`src/rtl/home_inventory_sample_sequencer.sv`:
```
// ============================================================================
// Module      : home_inventory_sample_sequencer
// Description : Periodic sensor-sweep sequencer. It walks an ADC req/ack
//               handshake across the enabled channels and emits snapshots
//               with a never-zero timestamp.
//               The optional ack timeout is enabled by HOME_INVENTORY_SEQ_TIMEOUT_EN.
// Revision    : 1.0 - initial release
// ============================================================================
`default_nettype none

module home_inventory_sample_sequencer #(
    parameter int NCH     = 8,
    parameter int TIMEOUT = 255
) (
    input  logic              clk,
    input  logic              rst,
    input  logic              enable,
    input  logic [31:0]       period,
    input  logic [NCH-1:0]    chan_mask,
    input  logic              err_clr,
    output logic              adc_req,
    output logic [2:0]        adc_ch,
    input  logic              adc_ack,
    input  logic [31:0]       adc_data,
    output logic              sample_valid,
    output logic [31:0]       ts_now,
    output logic [NCH*32-1:0] sample_flat,
    output logic              busy,
    output logic [15:0]       overrun_cnt,
    output logic              timeout_err
);

    localparam int CHW = 3;

    typedef enum logic [1:0] {
        S_IDLE = 2'd0,
        S_REQ  = 2'd1,
        S_DONE = 2'd2
    } state_t;

    state_t              r_state, w_state_nxt;
    logic [31:0]         r_cnt;
    logic [31:0]         r_seq;
    logic [31:0]         r_ts_pend;
    logic [NCH-1:0]      r_mask;
    logic [CHW-1:0]      r_ch;
    logic [NCH*32-1:0]   r_shadow;
    logic [NCH*32-1:0]   w_shadow_nxt;
    logic                w_tick;
    logic                w_timeout;
    logic                w_xfer;
    logic                w_adv;
    logic [CHW:0]        w_first;
    logic [CHW:0]        w_next;
    logic [31:0]         w_seq_inc;

    // Lowest set mask bit at or above lo; MSB of the result flags a hit.
    function automatic logic [CHW:0] first_at_or_above(input logic [NCH-1:0] m, input int lo);
        logic [CHW:0] res;
        res = '0;
        for (int i = NCH - 1; i >= 0; i--) begin
            if (m[i] && (i >= lo)) res = {1'b1, CHW'(i)};
        end
        return res;
    endfunction

    assign w_tick    = enable && (r_cnt == 32'd0);
    assign w_xfer    = (r_state == S_REQ) && adc_ack && !w_timeout;
    assign w_adv     = (r_state == S_REQ) && (adc_ack || w_timeout);
    assign w_first   = first_at_or_above(chan_mask, 0);
    assign w_next    = first_at_or_above(r_mask, int'(r_ch) + 1);
    assign w_seq_inc = (r_seq == 32'hFFFF_FFFF) ? r_seq : r_seq + 32'd1;

    assign adc_req      = (r_state == S_REQ);
    assign adc_ch       = r_ch;
    assign busy         = (r_state != S_IDLE);
    assign sample_valid = (r_state == S_DONE);

    always_comb begin
        w_state_nxt = r_state;
        case (r_state)
            S_IDLE:  if (w_tick) w_state_nxt = w_first[CHW] ? S_REQ : S_DONE;
            S_REQ:   if (w_adv && !w_next[CHW]) w_state_nxt = S_DONE;
            S_DONE:  w_state_nxt = S_IDLE;
            default: w_state_nxt = S_IDLE;
        endcase
    end

    // A timed-out slot is written zero, so the last-channel merge covers both cases.
    always_comb begin
        w_shadow_nxt = r_shadow;
        if (w_adv) w_shadow_nxt[32*int'(r_ch) +: 32] = w_xfer ? adc_data : 32'h0;
    end

    always_ff @(posedge clk or posedge rst) begin
        if (rst) begin
            r_cnt <= '0;
        end else if (!enable) begin
            r_cnt <= '0;
        end else if (r_cnt == 32'd0) begin
            r_cnt <= (period == 32'd0) ? 32'd0 : period - 32'd1;
        end else begin
            r_cnt <= r_cnt - 32'd1;
        end
    end

    always_ff @(posedge clk or posedge rst) begin
        if (rst) begin
            r_state     <= S_IDLE;
            r_seq       <= '0;
            r_ts_pend   <= '0;
            r_mask      <= '0;
            r_ch        <= '0;
            r_shadow    <= '0;
            overrun_cnt <= '0;
            ts_now      <= '0;
            sample_flat <= '0;
        end else begin
            r_state <= w_state_nxt;

            if (w_tick && (r_state == S_IDLE)) begin
                r_mask    <= chan_mask;
                r_shadow  <= '0;
                r_seq     <= w_seq_inc;
                r_ts_pend <= w_seq_inc;
                if (w_first[CHW]) r_ch <= w_first[CHW-1:0];
            end else if (w_tick && (overrun_cnt != 16'hFFFF)) begin
                overrun_cnt <= overrun_cnt + 16'd1;
            end

            if (w_adv) begin
                r_shadow <= w_shadow_nxt;
                if (w_next[CHW]) r_ch <= w_next[CHW-1:0];
            end

            // Publish on entry to DONE; an empty mask skips REQ entirely.
            if ((r_state == S_IDLE) && (w_state_nxt == S_DONE)) begin
                sample_flat <= '0;
                ts_now      <= w_seq_inc;
            end else if ((r_state == S_REQ) && (w_state_nxt == S_DONE)) begin
                sample_flat <= w_shadow_nxt;
                ts_now      <= r_ts_pend;
            end
        end
    end

`ifdef HOME_INVENTORY_SEQ_TIMEOUT_EN
    localparam int TW = $clog2(TIMEOUT + 1);

    logic [TW-1:0] r_wait;
    logic          r_err;

    assign w_timeout   = (r_state == S_REQ) && (r_wait == TW'(TIMEOUT));
    assign timeout_err = r_err;

    always_ff @(posedge clk or posedge rst) begin
        if (rst) begin
            r_wait <= '0;
            r_err  <= 1'b0;
        end else begin
            if ((r_state != S_REQ) || w_adv) r_wait <= '0;
            else                             r_wait <= r_wait + 1'b1;

            if (w_timeout)    r_err <= 1'b1;
            else if (err_clr) r_err <= 1'b0;
        end
    end
`else
    localparam int c_unused_timeout = TIMEOUT;
    logic w_unused_err_clr;

    assign w_unused_err_clr = err_clr;
    assign w_timeout        = 1'b0;
    assign timeout_err      = 1'b0;
`endif

endmodule

`default_nettype wire

```
`config.mk`:
```
export PLATFORM = sky130hd
export DESIGN_NAME = home_inventory_sample_sequencer
export DESIGN_NICKNAME = d
export VERILOG_FILES = /design/src/rtl/home_inventory_sample_sequencer.sv
export SDC_FILE = /design/constraint.sdc
export NUM_CORES = 2
export LEC_CHECK = 0
export BUFFER_PORTS_ARGS = -buffer_cell sky130_fd_sc_hd__clkbuf_2
export CORE_MARGIN = 2
export CORE_UTILIZATION = 50
export DETAILED_ROUTE_END_ITERATION = 10
export PLACE_DENSITY = 0.72
export SLEW_MARGIN = 5
export SYNTH_ARGS = -nofsm -noshare
export SYNTH_HDL_FRONTEND = slang
export SYNTH_SLANG_ARGS = --single-unit
export TNS_END_PERCENT = 20
```
`constraint.sdc`:
```
create_clock -name clk -period 63.6 [get_ports clk]
set_clock_uncertainty 0.2 [all_clocks]
set_input_delay 15.9 -clock clk [delete_from_list [all_inputs] [get_ports clk]]
set_output_delay 15.9 -clock clk [all_outputs]
set_load 0.05 [all_outputs]
```
==> impl_summary.log <==
INFO  metric clock-root-buffer = sky130_fd_sc_hd__clkbuf_16
INFO  metric fp-row-count = 88
INFO  metric path_clk_slew = 0.06 ns
INFO  metric dieWidth = approximately 250 µm
INFO  metric worstSetupPathDepth = 9
INFO  metric yosys_register_bits = 637
INFO  metric cts_tree = built
INFO  metric outcome = completed
INFO  metric grt_pass1_vias = 22500
INFO  metric slowest_delay = 0.86 ns
INFO  metric initial_antenna_violation_count = 1
INFO  metric finalSetupTns = 0 ns
INFO  metric post_drt_wl_per_cell = 20.2 µm
INFO  metric first_pass_detailed_route_iteration_total = 5
INFO  metric cts_made_buffers = 69
INFO  metric r2r-start = adc_ch[0]
INFO  metric synth_largest_type_area_fraction = between 50% and 60%
INFO  metric area_of_the_multi_input_gates = 12000 µm²
INFO  metric hold_viol = 0
INFO  metric timing.critical_path.buf_inv = 4
INFO  metric detailedRoute.firstIterationViolations = 2179
INFO  metric dr_total_vias = 23800
INFO  metric synth.net_count = 3221
INFO  metric grt_start_max_net_pins = roughly 260
INFO  metric ys.warnings.count = 0
INFO  metric tightestPinTransition = 1.15 ns
INFO  metric vias_per_cell = roughly 5.6
INFO  metric worst_slack_on_hold_paths = 0.274 ns
INFO  metric place_area = about 32000 µm²
INFO  metric rsz_0062_raised_after_global_routing = no
INFO  metric hp-class = flip-flop to flip-flop
INFO  metric totalWireLength = 85600 µm
INFO  metric critPathKind = input pin to flip-flop
INFO  metric synth.top_cells.by_area = sky130_fd_sc_hd__dfrtp_1 54%, sky130_fd_sc_hd__nand2_1 6.9%, sky130_fd_sc_hd__o21ai_0 6.2%
INFO  metric kind_of_launch_point_of_the_worst_setup_path = input pin
INFO  metric clock_tree.htree_level_count = 3
INFO  metric crit_path_capture_type = flip-flop
INFO  metric timing_max_transition_violations_final = 0
INFO  metric maxSlewHeadroom = 23.6%
INFO  metric pwr_density_cell = 43.3 nW/µm²
INFO  metric finalWorstSetupSlack = around 43 ns
INFO  metric most_numerous_cell_in_the_yosys_netlist = sky130_fd_sc_hd__dfrtp_1
INFO  metric io_buffer_count = roughly 390
INFO  metric die-area = 60500 µm²
INFO  metric post_cts_resized = 0
INFO  metric nFillCells = 5087
INFO  metric setup.worst_path.start = enable
INFO  metric dominantRegCellSynth = sky130_fd_sc_hd__dfrtp_1
INFO  metric layout.nets = 3501
INFO  metric cell_class_contributing_the_biggest_share_of_worst_path_delay = buffers and inverters
INFO  metric layout-drive-gt1-share = about a fifth
INFO  metric part_of_the_yosys_area_used_for_sequential_elements = 54.4%
INFO  metric detail-route-antenna-nets = 0
INFO  metric syn-mean-instance-area = 9.34 µm²
INFO  metric grt_overflow_total = 0
INFO  metric total_leakage_power = ~16 nW
INFO  metric synth_cell_types = 63
INFO  metric setup-violations-final = 0
INFO  metric floorplan.initialDensity = between 50% and 60%
INFO  metric die_height = 246 µm
INFO  metric cp.required = ~64 ns
INFO  metric gp_congestion = around 0.86
INFO  metric rr_endpoint = sample_flat[196]
INFO  metric arrival = 20.56 ns
INFO  metric total_power_of_the_final_layout = ~1.5 mW
INFO  metric crit_path_frequent_cell = sky130_fd_sc_hd__buf_4
INFO  metric post_place_worst_slack = about 43 ns
INFO  metric cts-root-to-sink-buffers = 3
INFO  metric slowest_stage = sky130_fd_sc_hd__buf_4
INFO  metric synth_enable_flop_cells = 0
INFO  metric finalWorstPathRequiredPeriod = 20.26 ns
INFO  metric postSynthCellCount = around 3100
INFO  metric floorplan.io_pins = around 390
INFO  metric core_area = ~58000 µm²
INFO  metric postSynth.asyncResetShare = between 90% and 100%
INFO  metric crit_chain = clkbuf_2 -> or3b_2 -> nor4b_1 -> and4_2 -> buf_4 -> o2bb2ai_4 -> buf_4 -> buf_4 -> mux2_2
INFO  metric power.ir.vdd_worst = 0.0359 mV
INFO  metric layout-area-overhead-vs-synth = 16.1%
INFO  metric detailed_place_hpwl = 56200 µm
INFO  metric timing.final.crit_share = about a third
INFO  metric ff2ff_setup_slack = 57.90 ns
INFO  metric drc_errors = 0
INFO  metric critical_path.max_fanout = 91
INFO  metric cts.sinks = 637
INFO  metric synth_top_cell_by_area = sky130_fd_sc_hd__dfrtp_1
INFO  metric synth.cells.most_frequent = 637 x sky130_fd_sc_hd__dfrtp_1, 538 x sky130_fd_sc_hd__nand2_1, 365 x sky130_fd_sc_hd__o21ai_0, 227 x sky130_fd_sc_hd__nor2_1
INFO  metric worst_setup_path_endpoint = sample_flat[196]
INFO  metric globalRouteTotalUtil = 28.3%
INFO  metric final_area = between 30000 and 40000 µm²
INFO  metric postCtsSetupBuffers = 0
INFO  metric grt_first_pass_wirelength = 132000 µm
INFO  metric cts_hold_repair.buffers = 0
INFO  metric achievable-frequency = 49.3 MHz
INFO  metric max-cap-violations = 0
INFO  metric insertion_delay = 0.61 ns
INFO  metric seqCellArea = roughly 16000 µm²
INFO  metric synthesis.area = 29300 µm²
INFO  metric worstRegToRegCells = 10
-- registers in the layout, summed over array words and instances (netlist names) --
register	count
adc_ch	3
overrun_cnt	16
r_cnt	32
r_mask	8
r_shadow	256
r_state	2
r_ts_pend	32
sample_flat	256
ts_now	32
-- metal layers --
layer / up-vias / GRT usage (%) / wire [µm]
li1: 11200 / - / -
met1: 11700 / 40.6 / 38000
met2: 791 / 42.9 / 38400
met3: 145 / 5.51 / 6250
met4: 0 / 10.1 / 2900
met5: - / 0 / 0
-- placed cells by master, fill, tap and decap left out, drive strengths merged, types with 22 or more instances in the layout --
master     n
o21ai    365
o2bb2ai   30
nand3    183
nand2    539
xor2      53
o22ai     22
xnor2     76
clkbuf   489
a21oi    183
dfrtp    637
a21o      66
buf       34
mux2     138
nor3      57
nor4      24
nor2     227
inv      150
nand4     37
-- worst min path at each step --
stage | slack [ns] | from | to | cells after the start
2_1_floorplan | 0.25 | r_shadow[10] | r_shadow[10] | 2
3_3_place_gp | 0.26 | r_shadow[25] | r_shadow[25] | 2
3_5_place_dp | 0.26 | r_shadow[209] | r_shadow[209] | 2
4_1_cts | 0.28 | r_shadow[209] | r_shadow[209] | 2
5_1_grt | 0.28 | r_shadow[140] | r_shadow[140] | 1
6_report | 0.27 | r_shadow[202] | r_shadow[202] | 2
-- power by group --
group	internal, mW	switching, mW
Clock	0.241	0.168
Combinational	0.122	0.400
Sequential	0.486	0.0557
Total	0.848	0.624
-- through the flow --
| step | instances | utilization (%) |
|---|---|---|
| after CTS | 4233 | 58.8 |
| final | 4237 | 58.8 |
| after global routing | 4233 | 58.8 |
| after global placement | 4108 | 54.8 |
| after detailed placement | 4108 | 54.8 |
| after floorplan | 3134 | - |
-- cell type report --
class,count,share of cell area (%)
Multi-Input combinational cell,2138,35.3
Timing Repair Buffer,419,6.53
Antenna cell,4,0.0294
Tap cell,765,2.81
Inverter,149,1.67
Clock inverter,21,0.706
Sequential cell,637,46.9
Clock buffer,104,6.06
-- logic make-up (layout without fill, tap and decap cells) --
kind of cell,count (synthesis),in the layout,share of synthesized area (%)
muxes,140,140,5.38
other,1,5,0.0128
AOI/OAI and AO/OA,694,694,13.2
adders and majority gates,11,11,0.462
buffers and inverters,359,693,4.95
and+or+nand+nor,1163,1163,17.7
xor gates and xnor gates,129,129,3.86
DFF,637,637,54.4
-- worst min-delay path: stages, from the launching register on --
cell                      delay (ns)
sky130_fd_sc_hd__dfrtp_1        0.34
sky130_fd_sc_hd__nand2_1        0.05
sky130_fd_sc_hd__nand2_1        0.05
Note: power is estimated with default switching activity, not from simulation.
